[config.mk]
export PLATFORM = sky130hd
export DESIGN_NAME = cam_stream_gen
export DESIGN_NICKNAME = d
export VERILOG_FILES = /design/src/rtl/cam_gen_pkg.sv /design/src/rtl/cam_pattern_src.sv /design/src/rtl/cam_stream_gen.sv
export SDC_FILE = /design/constraint.sdc
export NUM_CORES = 1
export LEC_CHECK = 0
export CAP_MARGIN = 10
export CORE_UTILIZATION = 52
export DETAILED_ROUTE_END_ITERATION = 8
export GPL_TIMING_DRIVEN = 0
export PLACE_DENSITY = 0.83
export SLEW_MARGIN = 20
export SYNTH_ARGS = -nofsm -noshare
export SYNTH_HDL_FRONTEND = slang
export SYNTH_HIERARCHICAL = 1
export SYNTH_SLANG_ARGS = --single-unit
export TNS_END_PERCENT = 1
[constraint.sdc]
create_clock -name sys_clk -period 3.88 [get_ports sys_clk]
set_input_delay 0.776 -clock sys_clk [delete_from_list [all_inputs] [get_ports sys_clk]]
set_output_delay 0.776 -clock sys_clk [all_outputs]
set_load 0.05 [all_outputs]
[src/rtl/cam_gen_pkg.sv]
// Shared constants for the camera stream generator: FSM states, pattern modes,
// colour-bar palette and LFSR feedback.
package cam_gen_pkg;

    typedef logic [2:0] state_t;
    localparam state_t ST_IDLE   = 3'd0;
    localparam state_t ST_VSYNC  = 3'd1;
    localparam state_t ST_VBACK  = 3'd2;
    localparam state_t ST_ACTIVE = 3'd3;
    localparam state_t ST_VFRONT = 3'd4;

    typedef enum logic [1:0] {
        MODE_LFSR  = 2'd0,
        MODE_RAMP  = 2'd1,
        MODE_BARS  = 2'd2,
        MODE_CONST = 2'd3
    } mode_e;

    // Galois right-shift form of x^16 + x^14 + x^13 + x^11 + 1
    localparam logic [15:0] LFSR_TAPS = 16'hB400;

    // Index 0 is the leftmost bar (white), index 7 the rightmost (black)
    localparam logic [7:0][15:0] BAR_RGB565 = {
        16'h0000, 16'h001F, 16'hF800, 16'hF81F,
        16'h07E0, 16'h07FF, 16'hFFE0, 16'hFFFF
    };

    function automatic logic [15:0] lfsr_step(input logic [15:0] cur);
        return cur[0] ? ((cur >> 1) ^ LFSR_TAPS) : (cur >> 1);
    endfunction

endpackage

[src/rtl/cam_pattern_src.sv]
// Test-pattern byte source: latches mode/constant per frame, runs the LFSR and
// picks the byte for the requested pixel and byte index.
module cam_pattern_src
    import cam_gen_pkg::*;
#(
    parameter int          H_ACTIVE  = 640,
    parameter int          BPP       = 2,
    parameter int          DATA_W    = 8,
    parameter logic [15:0] LFSR_SEED = 16'hACE1,
    parameter int          X_W       = 10,
    parameter int          BI_W      = 1
) (
    input  logic              sys_clk,
    input  logic              sys_rst_n,
    input  logic              reseed,
    input  logic              advance,
    input  logic [1:0]        mode,
    input  logic [15:0]       const_px,
    input  logic [X_W-1:0]    x,
    input  logic [BI_W-1:0]   byte_idx,
    output logic [DATA_W-1:0] byte_out
);

    localparam int PW = DATA_W * BPP;

    mode_e             mode_reg;
    logic [15:0]       const_reg;
    logic [15:0]       lfsr_reg;
    logic [2:0]        bar_idx;
    logic [PW-1:0]     pixel;
    logic [BI_W-1:0]   byte_sel;
    logic [DATA_W-1:0] px_bytes [BPP];

    always_ff @(posedge sys_clk or negedge sys_rst_n) begin
        if (!sys_rst_n) begin
            mode_reg  <= MODE_LFSR;
            const_reg <= '0;
            lfsr_reg  <= LFSR_SEED;
        end else if (reseed) begin
            mode_reg  <= mode_e'(mode);
            const_reg <= const_px;
            lfsr_reg  <= LFSR_SEED;
        end else if (advance) begin
            lfsr_reg  <= lfsr_step(lfsr_reg);
        end
    end

    assign bar_idx = 3'((int'(x) * 8) / H_ACTIVE);

    always_comb begin
        pixel = '0;
        case (mode_reg)
            MODE_RAMP:  pixel = PW'(x);
            MODE_BARS:  pixel = (BPP == 1) ? PW'(BAR_RGB565[bar_idx][15:8])
                                           : PW'(BAR_RGB565[bar_idx]);
            MODE_CONST: pixel = PW'(const_reg);
            default:    pixel = '0;
        endcase
    end

    // Byte 0 of a pixel on the wire is its most significant byte
    generate
        for (genvar gi = 0; gi < BPP; gi++) begin : g_bytes
            assign px_bytes[gi] = pixel[gi*DATA_W +: DATA_W];
        end
    endgenerate

    assign byte_sel = BI_W'(BPP - 1) - byte_idx;
    assign byte_out = (mode_reg == MODE_LFSR) ? lfsr_reg[DATA_W-1:0]
                                              : px_bytes[byte_sel];

endmodule

[src/rtl/cam_stream_gen.sv]
// OV7670-style frame generator: line/frame counters, sync FSM and registered
// vsync/href/data outputs, one byte per clock.
module cam_stream_gen
    import cam_gen_pkg::*;
#(
    parameter int          H_ACTIVE  = 640,
    parameter int          H_BLANK   = 144,
    parameter int          V_ACTIVE  = 480,
    parameter int          V_SYNC    = 3,
    parameter int          V_BACK    = 17,
    parameter int          V_FRONT   = 10,
    parameter int          BPP       = 2,
    parameter int          DATA_W    = 8,
    parameter logic [15:0] LFSR_SEED = 16'hACE1
) (
    input  logic              sys_clk,
    input  logic              sys_rst_n,
    input  logic              run,
    input  logic [1:0]        mode,
    input  logic [15:0]       const_px,
    output logic              cam_vsync,
    output logic              cam_href,
    output logic [DATA_W-1:0] cam_data,
    output logic              frame_start,
    output logic              frame_done,
    output logic [15:0]       frame_count,
    output logic              busy
);

    localparam int LINE_LEN  = (H_ACTIVE + H_BLANK) * BPP;
    localparam int V_TOTAL   = V_SYNC + V_BACK + V_ACTIVE + V_FRONT;
    localparam int ACT_BYTES = H_ACTIVE * BPP;
    localparam int HC_W      = $clog2(LINE_LEN);
    localparam int VC_W      = $clog2(V_TOTAL);
    localparam int X_W       = (H_ACTIVE > 1) ? $clog2(H_ACTIVE) : 1;
    localparam int BI_W      = (BPP > 1) ? $clog2(BPP) : 1;

    state_t            state_reg, state_next;
    logic [HC_W-1:0]   hcnt_reg, hcnt_next;
    logic [VC_W-1:0]   vcnt_reg, vcnt_next;
    logic              href_next, reseed, last_next;
    logic [DATA_W-1:0] pat_byte;

    function automatic state_t line_state(input logic [VC_W-1:0] v);
        if (int'(v) < V_SYNC)                       return ST_VSYNC;
        else if (int'(v) < V_SYNC + V_BACK)         return ST_VBACK;
        else if (int'(v) < V_SYNC + V_BACK + V_ACTIVE) return ST_ACTIVE;
        else                                        return ST_VFRONT;
    endfunction

    // Outputs are registered from the next position, so the pulse for a
    // position appears in the same cycle the counters reach it.
    always_comb begin
        state_next = state_reg;
        hcnt_next  = hcnt_reg;
        vcnt_next  = vcnt_reg;
        if (state_reg == ST_IDLE) begin
            if (run) begin
                state_next = ST_VSYNC;
                hcnt_next  = '0;
                vcnt_next  = '0;
            end
        end else if (hcnt_reg == HC_W'(LINE_LEN - 1)) begin
            hcnt_next = '0;
            if (vcnt_reg == VC_W'(V_TOTAL - 1)) begin
                vcnt_next  = '0;
                state_next = run ? ST_VSYNC : ST_IDLE;
            end else begin
                vcnt_next  = vcnt_reg + 1'b1;
                state_next = line_state(vcnt_reg + 1'b1);
            end
        end else begin
            hcnt_next = hcnt_reg + 1'b1;
        end
    end

    assign href_next = (state_next == ST_ACTIVE) && (int'(hcnt_next) < ACT_BYTES);
    assign reseed    = (state_next == ST_VSYNC) && (state_reg != ST_VSYNC);
    assign last_next = (state_next != ST_IDLE) && (hcnt_next == HC_W'(LINE_LEN - 1))
                       && (vcnt_next == VC_W'(V_TOTAL - 1));

    cam_pattern_src #(
        .H_ACTIVE (H_ACTIVE),
        .BPP      (BPP),
        .DATA_W   (DATA_W),
        .LFSR_SEED(LFSR_SEED),
        .X_W      (X_W),
        .BI_W     (BI_W)
    ) u_pattern (
        .sys_clk  (sys_clk),
        .sys_rst_n(sys_rst_n),
        .reseed   (reseed),
        .advance  (href_next),
        .mode     (mode),
        .const_px (const_px),
        .x        (X_W'(hcnt_next / BPP)),
        .byte_idx (BI_W'(hcnt_next % BPP)),
        .byte_out (pat_byte)
    );

    always_ff @(posedge sys_clk or negedge sys_rst_n) begin
        if (!sys_rst_n) begin
            state_reg   <= ST_IDLE;
            hcnt_reg    <= '0;
            vcnt_reg    <= '0;
            cam_vsync   <= 1'b0;
            cam_href    <= 1'b0;
            cam_data    <= '0;
            frame_start <= 1'b0;
            frame_done  <= 1'b0;
            frame_count <= '0;
            busy        <= 1'b0;
        end else begin
            state_reg   <= state_next;
            hcnt_reg    <= hcnt_next;
            vcnt_reg    <= vcnt_next;
            cam_vsync   <= (state_next == ST_VSYNC);
            cam_href    <= href_next;
            cam_data    <= href_next ? pat_byte : '0;
            frame_start <= reseed;
            frame_done  <= last_next;
            if (last_next) begin
                frame_count <= frame_count + 16'd1;
            end
            busy        <= (state_next != ST_IDLE);
        end
    end

endmodule

==> flow_summary.yaml, run 1 <==
status:
  status: "complete, no violations"
timing:
  hold_viol: 0
  drv_slew: 0
  tns_ns: 0
  worst_slew_pin_slew_ns: 0.809
  finClkSkew_ns: 0.0143
  fin_crit_sh_pct: 97.8
  holdWs_ns: 0.301
  fmax_ghz: 0.263
  fin_crit_ns: 3.80
  grt_setup_unrepaired: "true"
  setup_violations: 0
  max_slew_margin_pct: 46.1
place:
  dp.cells: 718
  hpwl_um: 8610
  placed_area_sq_mm: 0.00583
  io_buffers: 49
  gp_congestion: 0.923
synthesis:
  ys_seq_area_share_pct: 42.1
  syn_area_per_cell_sq_um: 9.52
  synth_ff_type: "dfrtp_1"
  synth_nets: 565
  synthArstFlopShare_pct: 100
  yosys_warnings: 6
  synth.distinct_cells: 86
  synth_edf_count: 0
  synth-seq-cells: 86
  synthCells: 539
  syn-cell-area_sq_mm: 0.00513
global_routing:
  grt_start_max_net_pins: 62
  groute.usage.overall_pct: 24.7
  antenna_found_initial: 0
  overflow: 0
  grt_pass1_vias: 4242
  grt_pass1_wl_um: 20100
final_layout:
  layout_commonest_cell: "dfrtp_1"
  drive_gt1_share_pct: 22.1
  design_area_sq_mm: 0.00631
  antenna_cells: 0
  seqCellArea_sq_mm: 0.00216
  fin_nets: 640
  final_cell_mix: "77 x dfrtp_1, 53 x nand2_1, 48 x clkdlybuf4s50_1, 37 x nor2_1, 34 x o21ai_0"
  fin_cells: 748
  multi_input_comb_area_sq_mm: 0.00287
  area_growth_pct: 22.9
  nFillCells: 699
clock_network:
  htreeDepth: 3
  numCtsBuffers: 9
  insertion_delay_ns: 0.37
  cts_tree: "yes"
  clockBufferDepth: 2
  clock_sinks: 86
  clk_pin_slew_worst_paths_ns: 0.10
  clockRootBuffer: "clkbuf_8"
floorplanning:
  dieHeight_um: 101
  die_width_um: 101
  io_pins: 50
  die-area_sq_mm: 0.0103
  core_sq_mm: 0.00942
  num_rows: 35
  initial_utilization_pct: 54.5
power_and_ir_drop:
  p_per_area_mw_per_mm2: 477
  peakVddDrop_mv: 0.415
  total_power_uw: 3010
  p_leak_uw: 0.00264
drt:
  drt-initial-drc-count: 321
  via_count: 4609
  wl_per_cell_um: 17.0
  first_pass_iters: 6
  ant_nets: 0
  via_per_inst: 6.16
  drc: 0
  wirelength_um: 12700
setup_path:
  worst-setup-path-type: "flip-flop to flip-flop"
  arrival_ns: 4.10
  endpoint_kind: "flip-flop"
  critPathLaunchType: "flip-flop"
  crit_required_ns: 4.18
  crit_path_max_fanout: 6
run:
  drv_cap: 0
hold_path:
  hp-class: "input port to asynchronous set/reset pin"
## worst paths after layout
check | startpoint | to | slack [ns] | depth (start not counted)
setup reg to reg | hcnt_reg[0] | cam_data[1] | 0.08 | 19
hold reg to reg | frame_count[15] | frame_count[15] | 0.48 | 1
max in group asynchronous | sys_rst_n | u_pattern/lfsr_reg[11] | 2.91 | 2
hold / removal | sys_rst_n | vcnt_reg[7] | 0.30 | 1
setup / recovery | hcnt_reg[0] | cam_data[1] | 0.08 | 19
min in group sys_clk | frame_count[15] | frame_count[15] | 0.48 | 1
## per-stage QoR
| step | util [%] | worst slack [ns] |
|---|---|---|
| floorplan | - | 0.0279 |
| global placement | 61.6 | -0.926 |
| detailed placement | 62.0 | -0.801 |
| CTS | 65.2 | -0.0155 |
| global route | 67.0 | -0.0601 |
| finish | 67.0 | 0.0834 |
## timing repair
action | 4_1_cts | 5_1_grt
setup endpoints to repair | 29 | 32
buffers inserted | 3 | 12
gates resized for setup | 17 | 24
hold buffers | 0 | 0
cloned | 0 | 0
pin swaps | 5 | 12
## logic make-up (layout without fill, tap and decap cells)
family / count (synthesis) / count (layout) / synth area share, %
compound gates: 139 / 139 / 18.9
xor+xnor: 21 / 21 / 3.58
fa+ha+maj: 5 / 5 / 1.22
buf+inv: 50 / 130 / 5.00
flops: 86 / 86 / 42.1
mux: 28 / 28 / 5.97
simple gates: 210 / 210 / 23.2
## metal layers
layer,global-route usage (%),routed length [um],vias up,share of wire [%]
li1,-,-,2113,-
met1,32.8,5250,2255,41
met2,41.1,6390,207,50
met3,3.93,795,34,6.3
met4,9.03,280,0,2.2
met5,0,0,-,0
## Yosys cell counts, drive strengths merged (8+ instances only)
cell | n | area (sq um)
a211o | 9 | 78.8
a21oi | 22 | 110
and2 | 14 | 90.1
buf | 20 | 134
clkbuf | 14 | 62.6
dfrtp | 78 | 1950
dfstp | 8 | 210
inv | 16 | 60.1
mux2 | 21 | 236
nand2 | 54 | 203
nand3 | 19 | 100
nand4 | 9 | 86.3
nor2 | 40 | 158
nor2b | 9 | 56.3
nor3 | 15 | 90.1
o21ai | 42 | 214
o22ai | 9 | 56.3
xnor2 | 9 | 78.8
xor2 | 12 | 105
## critical path: stages, from the launching register on
cell and delay, ns:
dfrtp_1 0.38, ha_2 0.19, buf_6 0.09, and4_1 0.20, buf_6 0.14, and3_4 0.20, nor3_4 0.04, o22ai_4 0.20
inv_2 0.08, nor2_4 0.13, inv_2 0.06, ha_4 0.21, nand2b_4 0.18, a211oi_4 0.25, nor3_2 0.09, a211o_1 0.27
a2111o_1 0.50, buf_4 0.18, a22oi_1 0.18, and2_1 0.16
## report_power, final
part | internal (uW) | total, uW | switching, uW
Sequential | 1030 | 1120 | 88.8
Clock | 314 | 685 | 372
Combinational | 518 | 1200 | 682
## layout make-up
cell class / count / share of cell area, %
Tap cell: 129 / 2.56
Timing Repair Buffer: 65 / 9.96
Sequential cell: 86 / 34.3
Clock buffer: 9 / 1.96
Inverter: 16 / 0.952
Multi-Input combinational cell: 403 / 45.4
Clock inverter: 7 / 1.37
Buffer: 33 / 3.45
No activity file was read; power rests on OpenSTA's default activity.
==> run 2: changes to the inputs <==
- CORE_UTILIZATION: 52 -> 35
- PLACE_DENSITY: 0.83 -> 0.61
==> run 2 against run 1 <==
  * Maximum frequency hardly changed
  * Via count decreased by 3.6%
  * Cell count rose by 7.4%
  * Design area is 3.1% higher
  * Register-to-register slack improved by 0.03 ns
  * Clock skew shrank 0.0053 ns
  * Combinational power about the same
  * Worst hold slack gained 0.072 ns
  * Global-route usage down 6.8 points
  * Routed wire length grew 1.9%
  * Non-clock buffer count rose by 4
  * Highest routed layer unchanged
==> flow_summary.yaml, run 2 (synthesis gave the netlist of run 1 again) <==
status:
  status: "complete, no violations"
timing:
  drv_slew: 0
  fin_crit_sh_pct: 97.8
  max_slew_margin_pct: 41.4
  fin_crit_ns: 3.79
  hold_viol: 0
  grt_setup_unrepaired: "true"
  finClkSkew_ns: 0.00900
  setup_violations: 0
  holdWs_ns: 0.374
  fmax_ghz: 0.264
  worst_slew_pin_slew_ns: 0.879
drt:
  wl_per_cell_um: 16.1
  drc: 0
  via_count: 4445
  first_pass_iters: 5
  ant_nets: 0
  via_per_inst: 5.54
  drt-initial-drc-count: 437
  wirelength_um: 13000
setup_path:
  critPathLaunchType: "input port"
  reg2reg_to: "cam_data[4]"
  critPathLaunch: "run"
  r2r_slack_ns: 0.11
  arrival_ns: 4.08
  r2r-start: "hcnt_reg[0]"
  worst-setup-path-type: "input port to flip-flop"
  r2r_cells: 17
  crit_required_ns: 4.17
  crit_path_max_fanout: 8
  endpoint: "cam_data[4]"
  endpoint_kind: "flip-flop"
final_layout:
  final_cell_mix: "77 x dfrtp_1, 53 x nand2_1, 48 x clkdlybuf4s50_1, 36 x nor2_1, 34 x o21ai_0"
  fin_cells: 803
  fin_nets: 644
  layout_commonest_cell: "dfrtp_1"
  drive_gt1_share_pct: 23.1
  final_core_util_pct: 46.1
  antenna_cells: 0
  area_growth_pct: 26.8
power_and_ir_drop:
  power_frac_clock_pct: 28.0
  pwr-share-seq_pct: 35.0
  p_leak_uw: 0.00270
  p_per_area_mw_per_mm2: 494
  sw_frac_of_total_pct: 35.2
  total_power_uw: 3210
  power.internal_uw: 2080
  peakVddDrop_mv: 0.389
  p_comb_share_pct: 37.0
  power_switching_uw: 1130
global_routing:
  met2_usage_pct: 28.9
  grt-busiest-layer: "met2"
  overflow: 0
  groute.usage.overall_pct: 17.9
  use_met3_pct: 5.21
  grt_start_max_net_pins: 54
  met1_usage_pct: 22.8
  grt_pass1_vias: 4164
  grt_pass1_wl_um: 21100
  antenna_found_initial: 0
floorplanning:
  num_rows: 43
  dieHeight_um: 123
  initial_utilization_pct: 36.4
  die-area_sq_mm: 0.0151
  io_pins: 50
  die_width_um: 123
  core_sq_mm: 0.0141
run:
  drv_cap: 0
place:
  hpwl_um: 8920
  dp.cells: 769
  io_buffers: 49
  gp_congestion: 0.900
clock_network:
  htreeDepth: 3
  clockRootBuffer: "clkbuf_16"
  clock_sinks: 86
  insertion_delay_ns: 0.35
  numCtsBuffers: 9
  cts_tree: "yes"
  clockBufferDepth: 2
  clk_pin_slew_worst_paths_ns: 0.06
hold_path:
  hp-class: "input port to asynchronous set/reset pin"
==> run 2: layout make-up <==
| class | count | area (sq um) |
|---|---|---|
| fill | 1351 | 7590 |
| clock buffer | 10 | 239 |
| sequential | 86 | 2160 |
| multi-input combinational | 403 | 2870 |
| tap | 180 | 225 |
| buffer | 34 | 225 |
| clock inverter | 6 | 68.8 |
| timing repair buffer | 68 | 651 |
| inverter | 16 | 62.6 |
==> run 2: how the worst min path moves through the flow <==
stage                               start                    end  slack [ns]  cells past startpoint
finish                          sys_rst_n            vcnt_reg[6]        0.37                      1
global route                    sys_rst_n            vcnt_reg[6]        0.40                      1
CTS                             sys_rst_n            vcnt_reg[6]        0.38                      1
detailed placement  u_pattern/lfsr_reg[8]  u_pattern/lfsr_reg[7]        0.48                      1
global placement          frame_count[15]        frame_count[15]        0.46                      1
floorplan           u_pattern/lfsr_reg[8]  u_pattern/lfsr_reg[7]        0.46                      1
==> run 2: repair_timing <==
| action | in CTS | in global routing |
|---|---|---|
| resized for setup | 18 | 30 |
| endpoints found under the setup margin | 30 | 32 |
| endpoints found under the hold margin | 0 | 0 |
| hold buffers | 0 | 0 |
| buffers inserted | 2 | 16 |
| pin swaps | 5 | 11 |
==> run 2: worst max-delay path: stages <==
cell and delay [ns]:
clkdlybuf4s50_1 0.51, nor2_2 0.38, o21ai_2 0.13, o41ai_4 0.12, nor2_4 0.06, inv_2 0.10
ha_4 0.20, nand2b_4 0.18, a211oi_2 0.18, nor3_1 0.12, a211o_1 0.31, a2111o_1 0.52
a311oi_2 0.32, and2_1 0.16
==> run 2: power by group through the flow <==
| stage | registers, uW | clock network, uW | logic [uW] |
|---|---|---|---|
| 2_1_floorplan | 1150 | 0 | 755 |
| 3_3_place_gp | 1130 | 0 | 1050 |
| 3_5_place_dp | 1140 | 0 | 1070 |
| 4_1_cts | 1120 | 925 | 1120 |
| 5_1_grt | 1140 | 963 | 1310 |
| 6_report | 1120 | 898 | 1190 |
==> run 2: metrics by stage <==
stage / instance area, sq um / setup slack [ns] / TNS, ns
after CTS: 6290 / 0.00475 / 0
after floorplan: 5150 / 0.0279 / 0
after global routing: 6500 / -0.0710 / -0.104
after detailed placement: 5900 / -0.751 / -9.60
final: 6500 / 0.0864 / 0
after global placement: 5870 / -1.08 / -92.51
==> run 2: layer usage <==
layer,vias up,routed length [um]
met5,-,0
met4,0,227
met3,21,662
met2,135,6310
met1,2168,5760
li1,2121,-
